### src/rtl/uart_pkg.sv
// ---------------------------------------------------------------------------
// uart_pkg
// Shared definitions for the UART CPU register interface: register address
// map, IIR codes, LSR/IER bit positions, CFG register layout and reset value,
// and the legal frame data-length window.
// ---------------------------------------------------------------------------
package uart_pkg;

   // Register addresses
   localparam logic [2:0] ADDR_DATA  = 3'd0;
   localparam logic [2:0] ADDR_IER   = 3'd1;
   localparam logic [2:0] ADDR_IIR   = 3'd2;
   localparam logic [2:0] ADDR_CFG   = 3'd3;
   localparam logic [2:0] ADDR_BAUD0 = 3'd4;
   localparam logic [2:0] ADDR_BAUD1 = 3'd5;
   localparam logic [2:0] ADDR_BAUD2 = 3'd6;
   localparam logic [2:0] ADDR_LSR   = 3'd7;

   // Interrupt identification codes, highest priority first
   localparam logic [7:0] IIR_LS   = 8'h06;
   localparam logic [7:0] IIR_RX   = 8'h04;
   localparam logic [7:0] IIR_TE   = 8'h02;
   localparam logic [7:0] IIR_NONE = 8'h01;

   // LSR bit indices
   localparam int unsigned LSR_RX_RDY   = 32'd0;
   localparam int unsigned LSR_TX_OVF   = 32'd1;
   localparam int unsigned LSR_P_ERR    = 32'd2;
   localparam int unsigned LSR_ST_ERR   = 32'd3;
   localparam int unsigned LSR_TX_FULL  = 32'd4;
   localparam int unsigned LSR_TX_EMPTY = 32'd5;
   localparam int unsigned LSR_TX_IDLE  = 32'd6;
   localparam int unsigned LSR_RX_WORK  = 32'd7;

   // IER bit indices
   localparam int unsigned IER_RX = 32'd0;
   localparam int unsigned IER_TE = 32'd1;
   localparam int unsigned IER_LS = 32'd2;

   // Legal frame data-length window
   localparam logic [3:0] DLEN_MIN = 4'd5;
   localparam logic [3:0] DLEN_MAX = 4'd8;

   // CFG register fields in bit order [6:0]
   typedef struct packed {
      logic       st_check;
      logic       parity;
      logic       check;
      logic [3:0] data_length;
   } cfg_t;

   localparam cfg_t CFG_RST = '{st_check: 1'b0, parity: 1'b0, check: 1'b0,
                                data_length: 4'd8};

   // True when a requested data length is one the core supports
   function automatic logic dlen_ok(input logic [3:0] len);
      return (len >= DLEN_MIN) && (len <= DLEN_MAX);
   endfunction

endpackage

### src/rtl/uart_irq_gen.sv
// ---------------------------------------------------------------------------
// uart_irq_gen
// Prioritised interrupt encoder. Produces the combinational IIR code from the
// enabled sources (line status > rx data > tx empty) and a registered irq.
// Ports:
//   clk, rst          clock, synchronous active-high reset
//   ier[2:0]          interrupt enables {ls, te, rx}
//   rx_rdy            RX FIFO holds data
//   tx_empty          TX FIFO count is zero
//   tx_ovf            sticky TX overflow flag
//   p_error, st_error core error flags
//   iir[7:0]          current interrupt identification code (combinational)
//   irq               registered interrupt request
// ---------------------------------------------------------------------------
module uart_irq_gen
   import uart_pkg::*;
(
   input  logic       clk,
   input  logic       rst,
   input  logic [2:0] ier,
   input  logic       rx_rdy,
   input  logic       tx_empty,
   input  logic       tx_ovf,
   input  logic       p_error,
   input  logic       st_error,
   output logic [7:0] iir,
   output logic       irq
);

   logic src_ls;
   logic src_rx;
   logic src_te;
   logic irq_d;
   logic irq_q;

   assign src_ls = ier[IER_LS] & (p_error | st_error | tx_ovf);
   assign src_rx = ier[IER_RX] & rx_rdy;
   assign src_te = ier[IER_TE] & tx_empty;

   // Priority encode the active sources into the IIR code
   always_comb begin
      iir = IIR_NONE;
      if (src_ls) begin
         iir = IIR_LS;
      end else if (src_rx) begin
         iir = IIR_RX;
      end else if (src_te) begin
         iir = IIR_TE;
      end else begin
         iir = IIR_NONE;
      end
      irq_d = (iir != IIR_NONE);
   end

   // Interrupt request register
   always_ff @(posedge clk) begin
      if (rst) begin
         irq_q <= 1'b0;
      end else begin
         irq_q <= irq_d;
      end
   end

   assign irq = irq_q;

endmodule

### src/rtl/uart_reg_if.sv
// ---------------------------------------------------------------------------
// uart_reg_if
// CPU-side register interface for the UART core. Decodes an 8-bit single-cycle
// bus into DATA/IER/IIR-ACK/CFG/BAUD0-2/LSR registers and drives the core's
// control inputs.
// Ports:
//   clk, rst                  clock, synchronous active-high reset
//   addr, wr_en, rd_en, wdata bus request (sampled while bus_ready=1)
//   rdata, rdata_valid        registered read response
//   bus_ready                 low for the cycle after an accepted DATA access
//   irq                       registered interrupt request
//   uart_buad, data_length, check, parity, st_check   core configuration
//   tx_in_data, tx_fifo_write, rx_fifo_read           FIFO push/pop
//   p_error_ack, st_error_ack                         error acknowledges
//   data_to_reg, rx/tx_fifo_cnt, rx_fifo_empty, tx_fifo_full,
//   rx_work, tx_work, p_error, st_error                core status
// ---------------------------------------------------------------------------
module uart_reg_if
   import uart_pkg::*;
#(
   parameter int          CLK_FREQ = 50_000_000,
   parameter logic [19:0] BAUD_RST = 20'd115200
) (
   input  logic        clk,
   input  logic        rst,
   input  logic [2:0]  addr,
   input  logic        wr_en,
   input  logic        rd_en,
   input  logic [7:0]  wdata,
   output logic [7:0]  rdata,
   output logic        rdata_valid,
   output logic        bus_ready,
   output logic        irq,
   output logic [19:0] uart_buad,
   output logic [3:0]  data_length,
   output logic        check,
   output logic        parity,
   output logic        st_check,
   output logic [7:0]  tx_in_data,
   output logic        tx_fifo_write,
   output logic        rx_fifo_read,
   output logic        p_error_ack,
   output logic        st_error_ack,
   input  logic [7:0]  data_to_reg,
   input  logic [4:0]  rx_fifo_cnt,
   input  logic [4:0]  tx_fifo_cnt,
   input  logic        rx_fifo_empty,
   input  logic        tx_fifo_full,
   input  logic        rx_work,
   input  logic        tx_work,
   input  logic        p_error,
   input  logic        st_error
);

   cfg_t        cfg_d, cfg_q;
   logic [2:0]  ier_d, ier_q;
   logic [19:0] baud_d, baud_q;
   logic [7:0]  sh0_d, sh0_q;
   logic [7:0]  sh1_d, sh1_q;
   logic        ovf_d, ovf_q;
   logic [7:0]  rdata_d, rdata_q;
   logic        rdata_valid_d, rdata_valid_q;
   logic        bus_ready_d, bus_ready_q;
   logic [7:0]  tx_in_data_d, tx_in_data_q;
   logic        tx_fifo_write_d, tx_fifo_write_q;
   logic        rx_fifo_read_d, rx_fifo_read_q;
   logic        p_ack_d, p_ack_q;
   logic        st_ack_d, st_ack_q;

   logic        wr_acc;
   logic        rd_acc;
   logic        tx_empty;
   logic [7:0]  lsr;
   logic [7:0]  iir;
   logic [7:0]  rd_mux;

   // RX occupancy and the clock frequency are not needed by this block
   logic        unused_ok;
   assign unused_ok = ^{rx_fifo_cnt, CLK_FREQ};

   // A write wins over a simultaneous read; nothing is accepted while stalled
   assign wr_acc   = bus_ready_q & wr_en;
   assign rd_acc   = bus_ready_q & rd_en & ~wr_en;
   assign tx_empty = (tx_fifo_cnt == 5'd0);

   assign lsr = {rx_work, tx_empty & ~tx_work, tx_empty, tx_fifo_full,
                 st_error, p_error, ovf_q, ~rx_fifo_empty};

   uart_irq_gen u_irq_gen (
      .clk      (clk),
      .rst      (rst),
      .ier      (ier_q),
      .rx_rdy   (lsr[LSR_RX_RDY]),
      .tx_empty (lsr[LSR_TX_EMPTY]),
      .tx_ovf   (lsr[LSR_TX_OVF]),
      .p_error  (p_error),
      .st_error (st_error),
      .iir      (iir),
      .irq      (irq)
   );

   // Read data multiplexer
   always_comb begin
      rd_mux = 8'h00;
      case (addr)
         ADDR_DATA:  rd_mux = rx_fifo_empty ? 8'h00 : data_to_reg;
         ADDR_IER:   rd_mux = {5'b00000, ier_q};
         ADDR_IIR:   rd_mux = iir;
         ADDR_CFG:   rd_mux = {1'b0, cfg_q};
         ADDR_BAUD0: rd_mux = baud_q[7:0];
         ADDR_BAUD1: rd_mux = baud_q[15:8];
         ADDR_BAUD2: rd_mux = {4'b0000, baud_q[19:16]};
         ADDR_LSR:   rd_mux = lsr;
         default:    rd_mux = 8'h00;
      endcase
   end

   // Bus decode: register updates, read response and pulse generation
   always_comb begin
      cfg_d           = cfg_q;
      ier_d           = ier_q;
      baud_d          = baud_q;
      sh0_d           = sh0_q;
      sh1_d           = sh1_q;
      ovf_d           = ovf_q;
      rdata_d         = rdata_q;
      rdata_valid_d   = 1'b0;
      bus_ready_d     = 1'b1;
      tx_in_data_d    = tx_in_data_q;
      tx_fifo_write_d = 1'b0;
      rx_fifo_read_d  = 1'b0;
      p_ack_d         = 1'b0;
      st_ack_d        = 1'b0;

      if (wr_acc) begin
         case (addr)
            ADDR_DATA: begin
               // Stall one cycle so the FIFO flags reflect this push
               bus_ready_d = 1'b0;
               if (!tx_fifo_full) begin
                  tx_fifo_write_d = 1'b1;
                  tx_in_data_d    = wdata;
               end else begin
                  ovf_d = 1'b1;
               end
            end
            ADDR_IER: ier_d = wdata[2:0];
            ADDR_IIR: begin
               // Suppress a second ack on consecutive ACK writes
               p_ack_d  = wdata[2] & ~p_ack_q;
               st_ack_d = wdata[3] & ~st_ack_q;
            end
            ADDR_CFG: begin
               cfg_d.check    = wdata[4];
               cfg_d.parity   = wdata[5];
               cfg_d.st_check = wdata[6];
               if (dlen_ok(wdata[3:0])) begin
                  cfg_d.data_length = wdata[3:0];
               end else begin
                  cfg_d.data_length = cfg_q.data_length;
               end
            end
            ADDR_BAUD0: sh0_d = wdata;
            ADDR_BAUD1: sh1_d = wdata;
            ADDR_BAUD2: baud_d = {wdata[3:0], sh1_q, sh0_q};
            default:    ovf_d = ovf_q;
         endcase
      end else if (rd_acc) begin
         rdata_valid_d = 1'b1;
         rdata_d       = rd_mux;
         case (addr)
            ADDR_DATA: begin
               bus_ready_d    = 1'b0;
               rx_fifo_read_d = ~rx_fifo_empty;
            end
            ADDR_LSR: ovf_d = 1'b0;
            default:  ovf_d = ovf_q;
         endcase
      end else begin
         rdata_valid_d = 1'b0;
      end
   end

   // Register state
   always_ff @(posedge clk) begin
      if (rst) begin
         cfg_q           <= CFG_RST;
         ier_q           <= 3'b000;
         baud_q          <= BAUD_RST;
         sh0_q           <= BAUD_RST[7:0];
         sh1_q           <= BAUD_RST[15:8];
         ovf_q           <= 1'b0;
         rdata_q         <= 8'h00;
         rdata_valid_q   <= 1'b0;
         bus_ready_q     <= 1'b1;
         tx_in_data_q    <= 8'h00;
         tx_fifo_write_q <= 1'b0;
         rx_fifo_read_q  <= 1'b0;
         p_ack_q         <= 1'b0;
         st_ack_q        <= 1'b0;
      end else begin
         cfg_q           <= cfg_d;
         ier_q           <= ier_d;
         baud_q          <= baud_d;
         sh0_q           <= sh0_d;
         sh1_q           <= sh1_d;
         ovf_q           <= ovf_d;
         rdata_q         <= rdata_d;
         rdata_valid_q   <= rdata_valid_d;
         bus_ready_q     <= bus_ready_d;
         tx_in_data_q    <= tx_in_data_d;
         tx_fifo_write_q <= tx_fifo_write_d;
         rx_fifo_read_q  <= rx_fifo_read_d;
         p_ack_q         <= p_ack_d;
         st_ack_q        <= st_ack_d;
      end
   end

   assign rdata         = rdata_q;
   assign rdata_valid   = rdata_valid_q;
   assign bus_ready     = bus_ready_q;
   assign uart_buad     = baud_q;
   assign data_length   = cfg_q.data_length;
   assign check         = cfg_q.check;
   assign parity        = cfg_q.parity;
   assign st_check      = cfg_q.st_check;
   assign tx_in_data    = tx_in_data_q;
   assign tx_fifo_write = tx_fifo_write_q;
   assign rx_fifo_read  = rx_fifo_read_q;
   assign p_error_ack   = p_ack_q;
   assign st_error_ack  = st_ack_q;

endmodule

### config.mk
export PLATFORM = sky130hd
export DESIGN_NAME = uart_reg_if
export DESIGN_NICKNAME = d
export VERILOG_FILES = /design/src/rtl/uart_pkg.sv /design/src/rtl/uart_irq_gen.sv /design/src/rtl/uart_reg_if.sv
export SDC_FILE = /design/constraint.sdc
export NUM_CORES = 1
export LEC_CHECK = 0
export CAP_MARGIN = 20
export CORE_ASPECT_RATIO = 0.5
export CORE_MARGIN = 2
export CORE_UTILIZATION = 49
export CTS_BUF_LIST = sky130_fd_sc_hd__clkbuf_2
export CTS_CLUSTER_SIZE = 16
export DETAILED_ROUTE_END_ITERATION = 12
export PLACE_DENSITY_LB_ADDON = 0.08
export SYNTH_ARGS = -nofsm -noshare
export SYNTH_HDL_FRONTEND = slang
export SYNTH_SLANG_ARGS = --single-unit
export TNS_END_PERCENT = 1
### constraint.sdc
create_clock -name clk -period 2.3 [get_ports clk]
set_clock_uncertainty 0.2 [all_clocks]
set_input_delay 0.345 -clock clk [delete_from_list [all_inputs] [get_ports clk]]
set_output_delay 0.345 -clock clk [all_outputs]
set_load 0.005 [all_outputs]
==> results_dict.tcl, run 1 <==
set metrics [dict create \
    status "completed" \
    setup_tns_ns 0 \
    rsz0062_at_grt "no" \
    synth_top_area_frac 0.462 \
    cts_setup_buffers 0 \
    maxCapViolCount 0 \
    globalplace.congestion 0.908 \
    setup.worst_path.class "reg2out" \
    cts.sinks 70 \
    core_um2 6030 \
    synth_edf_count 0 \
    synth.distinct_cells 53 \
    port_buffers 83 \
    drive_gt1_frac 0.129 \
    wirelength_um 9230 \
    critPathBufInv 1 \
    first_global_vias 2673 \
    slowest_stage "clkdlybuf4s50_1" \
    cts_tree "done" \
    die_w_um 115 \
    p_leak_nw 1.51 \
    start_util 0.502 \
    fp.dieH_um 59.6 \
    grt_max_degree 29 \
    min_period_ns 2.10 \
    syn_inst 340 \
    gr-total-overflow 0 \
    antennaDiodeCount 0 \
    clkLatencyLatePin_ns 0.57 \
    num_vias 2850 \
    cts_resized 0 \
    grtUsageMet2 0.429 \
    critical_path_arrival_ns 1.56 \
    drt_first_pass_iters 5 \
    drt-vias-per-instance 5.37 \
    crit_family "buffers and inverters" \
    slew_headroom 0.600 \
    startpoint_type "flop" \
    finalPower_mw 2.19 \
    die-area_um2 6870 \
    end_kind "primary output" \
    synth.top_cells.by_count "dfxtp_1, nand2_1, nor2_1, mux2i_1, a21oi_1" \
    grt_use_total 0.289 \
    p_per_area_nw_per_um2 523 \
    postCtsHoldBufs 0 \
    dp_hpwl_um 6960 \
    yosysWarnings 0 \
    max_stage_delay_ns 0.53 \
    cts_buffers 9 \
    fin_crit_sh 0.914 \
    synthesis.nets 379 \
    wl_per_cell_um 17.4 \
    path_clk_slew_ns 0.22 \
    syn-cell-area_um2 3030 \
    yosys.area.top_type "dfxtp_1" \
    synthMostInstantiatedCell "dfxtp_1" \
    synthFlopType "dfxtp_1" \
    hold_viol 0 \
    async_flop_share 0 \
    drt_iter0_markers 349 \
    worstPathRequired_ns 1.75 \
    htreeDepth 3 \
    worstMarginPinSlew_ns 0.597 \
    crit_chain "clkdlybuf4s50_1" \
    gr-max-usage-layer "met2" \
    vdd_ir_drop_max_uv 436 \
    hold_ws_ns 0.0603 \
    slew_violations 0 \
    root_buffer "clkbuf_2" \
    path_max_fanout 3 \
    route.detailed.drc 0 \
    yosys-top-cells-area "dfxtp_1, mux2i_1, nand2_1" \
    min_path_type "in2reg" \
    nNetsFinal 477 \
    grt_antenna_before_repair 0 \
    ant_nets 0 \
    setup_violations 0 \
    timing.fmax_ghz 0.475 \
    met1_usage 0.415 \
    ys_seq_area_frac 0.462 \
    io_pins 89 \
    grt_pass1_wl_um 14400 \
    syn_avg_cell_area_um2 8.91 \
    num_rows 20 \
    syn_to_final_growth_pct 38.2 \
    ys_ff_latch 70 \
    use_met3 0.0726 \
    max-clock-path-buffers 2 \
]
==> worst min-delay path: cells and delay by family <==
| family | cells | cell delay [ns] |
|---|---|---|
| AND/OR/NAND/NOR | 1 | 0.12 |
| buffers and inverters | 2 | 0.32 |
==> layout make-up <==
class                   instances  area (µm²)
inverters                       5        18.8
clock inverters                 7        48.8
repair buffers                112        1080
fillers                       474        1840
well taps                      88         110
flip-flops and latches         70        1400
clock buffers                   9        45.0
multi-input cells             240        1480
==> routing by layer <==
layer	routed length [µm]	vias to the layer above
met5	0	-
met4	142	0
met3	852	14
met2	3940	126
met1	4290	1328
li1	-	1382
==> state kept, by name (all words and copies together) (netlist names) <==
| register | flops |
|---|---|
| uart_buad | 20 |
| rdata | 8 |
| sh0_q | 8 |
| sh1_q | 8 |
| tx_in_data | 8 |
| data_length | 4 |
| ier_q | 3 |
| bus_ready | 1 |
| check | 1 |
| ovf_q | 1 |
| p_error_ack | 1 |
| parity | 1 |
| rdata_valid | 1 |
| rx_fifo_read | 1 |
| st_check | 1 |
| st_error_ack | 1 |
| tx_fifo_write | 1 |
| u_irq_gen.irq | 1 |
==> power by group <==
part | leakage [nW] | switching, mW | internal [mW]
sequential | 0.567 | 0.0163 | 1.24
clock | 0.0520 | 0.474 | 0.140
combinational | 0.888 | 0.156 | 0.162
==> through the flow <==
stage / instances / cell area [µm²] / utilization / setup WS [ns]
finish: 531 / 4190 / 0.695 / 0.197
global placement: 515 / 4100 / 0.679 / -0.0296
CTS: 531 / 4190 / 0.695 / 0.182
global route: 531 / 4190 / 0.695 / 0.125
detailed placement: 515 / 4100 / 0.679 / -0.0398
floorplan: 340 / 3030 / - / 0.565
==> kinds of logic (layout without fill, tap and decap cells) <==
kind of cell	after synthesis	in the layout	synth area share
AO/OA/AOI/OAI	61	61	0.132
multiplexers	40	40	0.137
flip-flops	70	70	0.462
buffers and inverters	30	133	0.0479
AND/OR/NAND/NOR	139	139	0.221
==> worst paths after layout <==
check,startpoint,endpoint,slack [ns],depth (start not counted)
setup / recovery,uart_buad[3],uart_buad[3],0.20,1
hold / removal,rst,sh0_q[6],0.06,3
setup reg to reg,bus_ready,data_length[0],0.50,5
hold reg to reg,sh0_q[1],uart_buad[1],0.23,2
==> layout by cell type (no fill, tap or decap), drive strengths merged, types with 2 or more instances in the layout <==
cell type	n
a2111oi	2
a211oi	4
a21oi	22
a22oi	5
a311oi	2
a31oi	5
and3	2
buf	30
clkbuf	9
clkdlybuf4s50	82
clkinv	4
clkinvlp	3
dfxtp	70
inv	5
mux2i	38
nand2	55
nand2b	3
nand3	6
nand4	3
nor2	46
nor2b	2
nor3	7
nor3b	4
nor4	2
o21ai	8
o22a	2
o22ai	3
or2	3
(Power assumes the default switching activity.)
==> run 2: changes to the inputs <==
CORE_ASPECT_RATIO = 1.1   (was 0.5)
==> results_dict.tcl, run 2 (synthesis results as in run 1) <==
set metrics [dict create \
    drt_iter0_markers 189 \
    vdd_ir_drop_max_uv 437 \
    grt_max_degree 33 \
    status "completed" \
    min_path_type "reg2reg" \
    port_buffers 83 \
    cts_resized 0 \
    layout_common_cells "clkdlybuf4s50_1, dfxtp_1, nand2_1" \
    max-clock-path-buffers 2 \
    htreeDepth 3 \
    wl_per_cell_um 15.9 \
    worstPathRequired_ns 1.75 \
    die-area_um2 6830 \
    p_int_mw 1.56 \
    hold_viol 0 \
    grt_pass1_wl_um 13000 \
    p_per_area_nw_per_um2 510 \
    postCtsHoldBufs 0 \
    syn_to_final_growth_pct 38.5 \
    dp_hpwl_um 6210 \
    first_global_vias 2561 \
    grt_antenna_before_repair 0 \
    end_kind "primary output" \
    maxCapViolCount 0 \
    root_buffer "clkbuf_2" \
    route.detailed.drc 0 \
    ant_nets 0 \
    swShare 0.273 \
    start_util 0.498 \
    drt-vias-per-instance 5.37 \
    slew_headroom 0.543 \
    startpoint_type "flop" \
    fin_crit_sh 0.902 \
    drt_first_pass_iters 4 \
    min_period_ns 2.07 \
    clkLatencyLatePin_ns 0.49 \
    critical_path_arrival_ns 1.53 \
    p_leak_nw 1.53 \
    setup.worst_path.class "reg2out" \
    power_frac_seq 0.586 \
    final_common_cell "clkdlybuf4s50_1" \
    cts_setup_buffers 0 \
    dpl_cell_area_um2 4110 \
    die_w_um 79.0 \
    cts_tree "done" \
    grt_use_total 0.250 \
    timing.fmax_ghz 0.482 \
    cts.sinks 70 \
    num_rows 30 \
    slew_violations 0 \
    hold_ws_ns 0.242 \
    path_clk_slew_ns 0.20 \
    core_um2 6080 \
    pwr-share-clk 0.266 \
    fillerInstances 542 \
    largest_reg_flops 20 \
    cts_buffers 9 \
    globalplace.congestion 0.924 \
    setup_violations 0 \
    postLayoutCellArea_um2 4200 \
    path_max_fanout 6 \
    wirelength_um 8350 \
    final_util 0.690 \
    fp.dieH_um 86.5 \
    power_switching_mw 0.585 \
    rsz0062_at_grt "no" \
    antennaDiodeCount 0 \
    io_pins 89 \
    num_vias 2823 \
    worstMarginPinSlew_ns 0.685 \
    combPwrFrac 0.147 \
    drive_gt1_frac 0.130 \
    nNetsFinal 480 \
    gr-total-overflow 0 \
]
==> run 2: cell types whose count changed in the layout (fill, tap and decap cells not counted), sizes merged <==
cell           previous run  this run
clkbuf                    9        12
buf                      30        32
clkinvlp                  3         1
clkdlybuf4s50            82        83
inv                       5         4
==> run 2: area by class of cell <==
cell class | instances | area (µm²) | area share
multi-input combinational | 240 | 1480 | 0.354
clock buffer | 12 | 60.1 | 0.0143
clock inverter | 4 | 23.8 | 0.00566
sequential | 70 | 1400 | 0.334
timing repair buffer | 115 | 1110 | 0.264
tap | 80 | 100 | 0.0239
inverter | 5 | 18.8 | 0.00447
==> run 2: worst paths after layout <==
| path | from | to | slack [ns] | cells past startpoint |
|---|---|---|---|---|
| max reg2reg | bus_ready | rdata[3] | 0.44 | 5 |
| min reg2reg | st_error_ack | st_error_ack | 0.24 | 1 |
| min | st_error_ack | st_error_ack | 0.24 | 1 |
| max | bus_ready | bus_ready | 0.23 | 2 |
==> run 2: per-layer routing <==
metal  global-route usage  wire [µm]  vias to the layer above
li1                     -          -                     1391
met1                0.328       3570                     1311
met2                0.396       4060                      109
met3               0.0521        555                       12
met4                0.121        163                        0
met5                    0          0                        -
==> run 2: critical path, cell delays in order, from the launching register on <==
cell             delay [ns]
dfxtp_1                0.39
buf_4                  0.15
clkdlybuf4s50_1        0.50
==> run 2: stage by stage <==
step / TNS (ns) / power [mW] / cells / setup WS, ns
2_1_floorplan: 0 / 1.42 / 340 / 0.565
3_3_place_gp: -1.81 / 1.59 / 510 / -0.223
3_5_place_dp: -2.10 / 1.59 / 510 / -0.181
4_1_cts: 0 / 2.15 / 526 / 0.212
5_1_grt: 0 / 2.24 / 526 / 0.159
6_report: 0 / 2.14 / 526 / 0.227
==> run 2: power by group through the flow <==
stage / Sequential (mW) / Clock (mW) / Combinational [mW]
finish: 1.26 / 0.570 / 0.316
global route: 1.26 / 0.637 / 0.341
CTS: 1.26 / 0.578 / 0.315
detailed placement: 1.28 / 0 / 0.313
global placement: 1.28 / 0 / 0.312
floorplan: 1.28 / 0 / 0.140
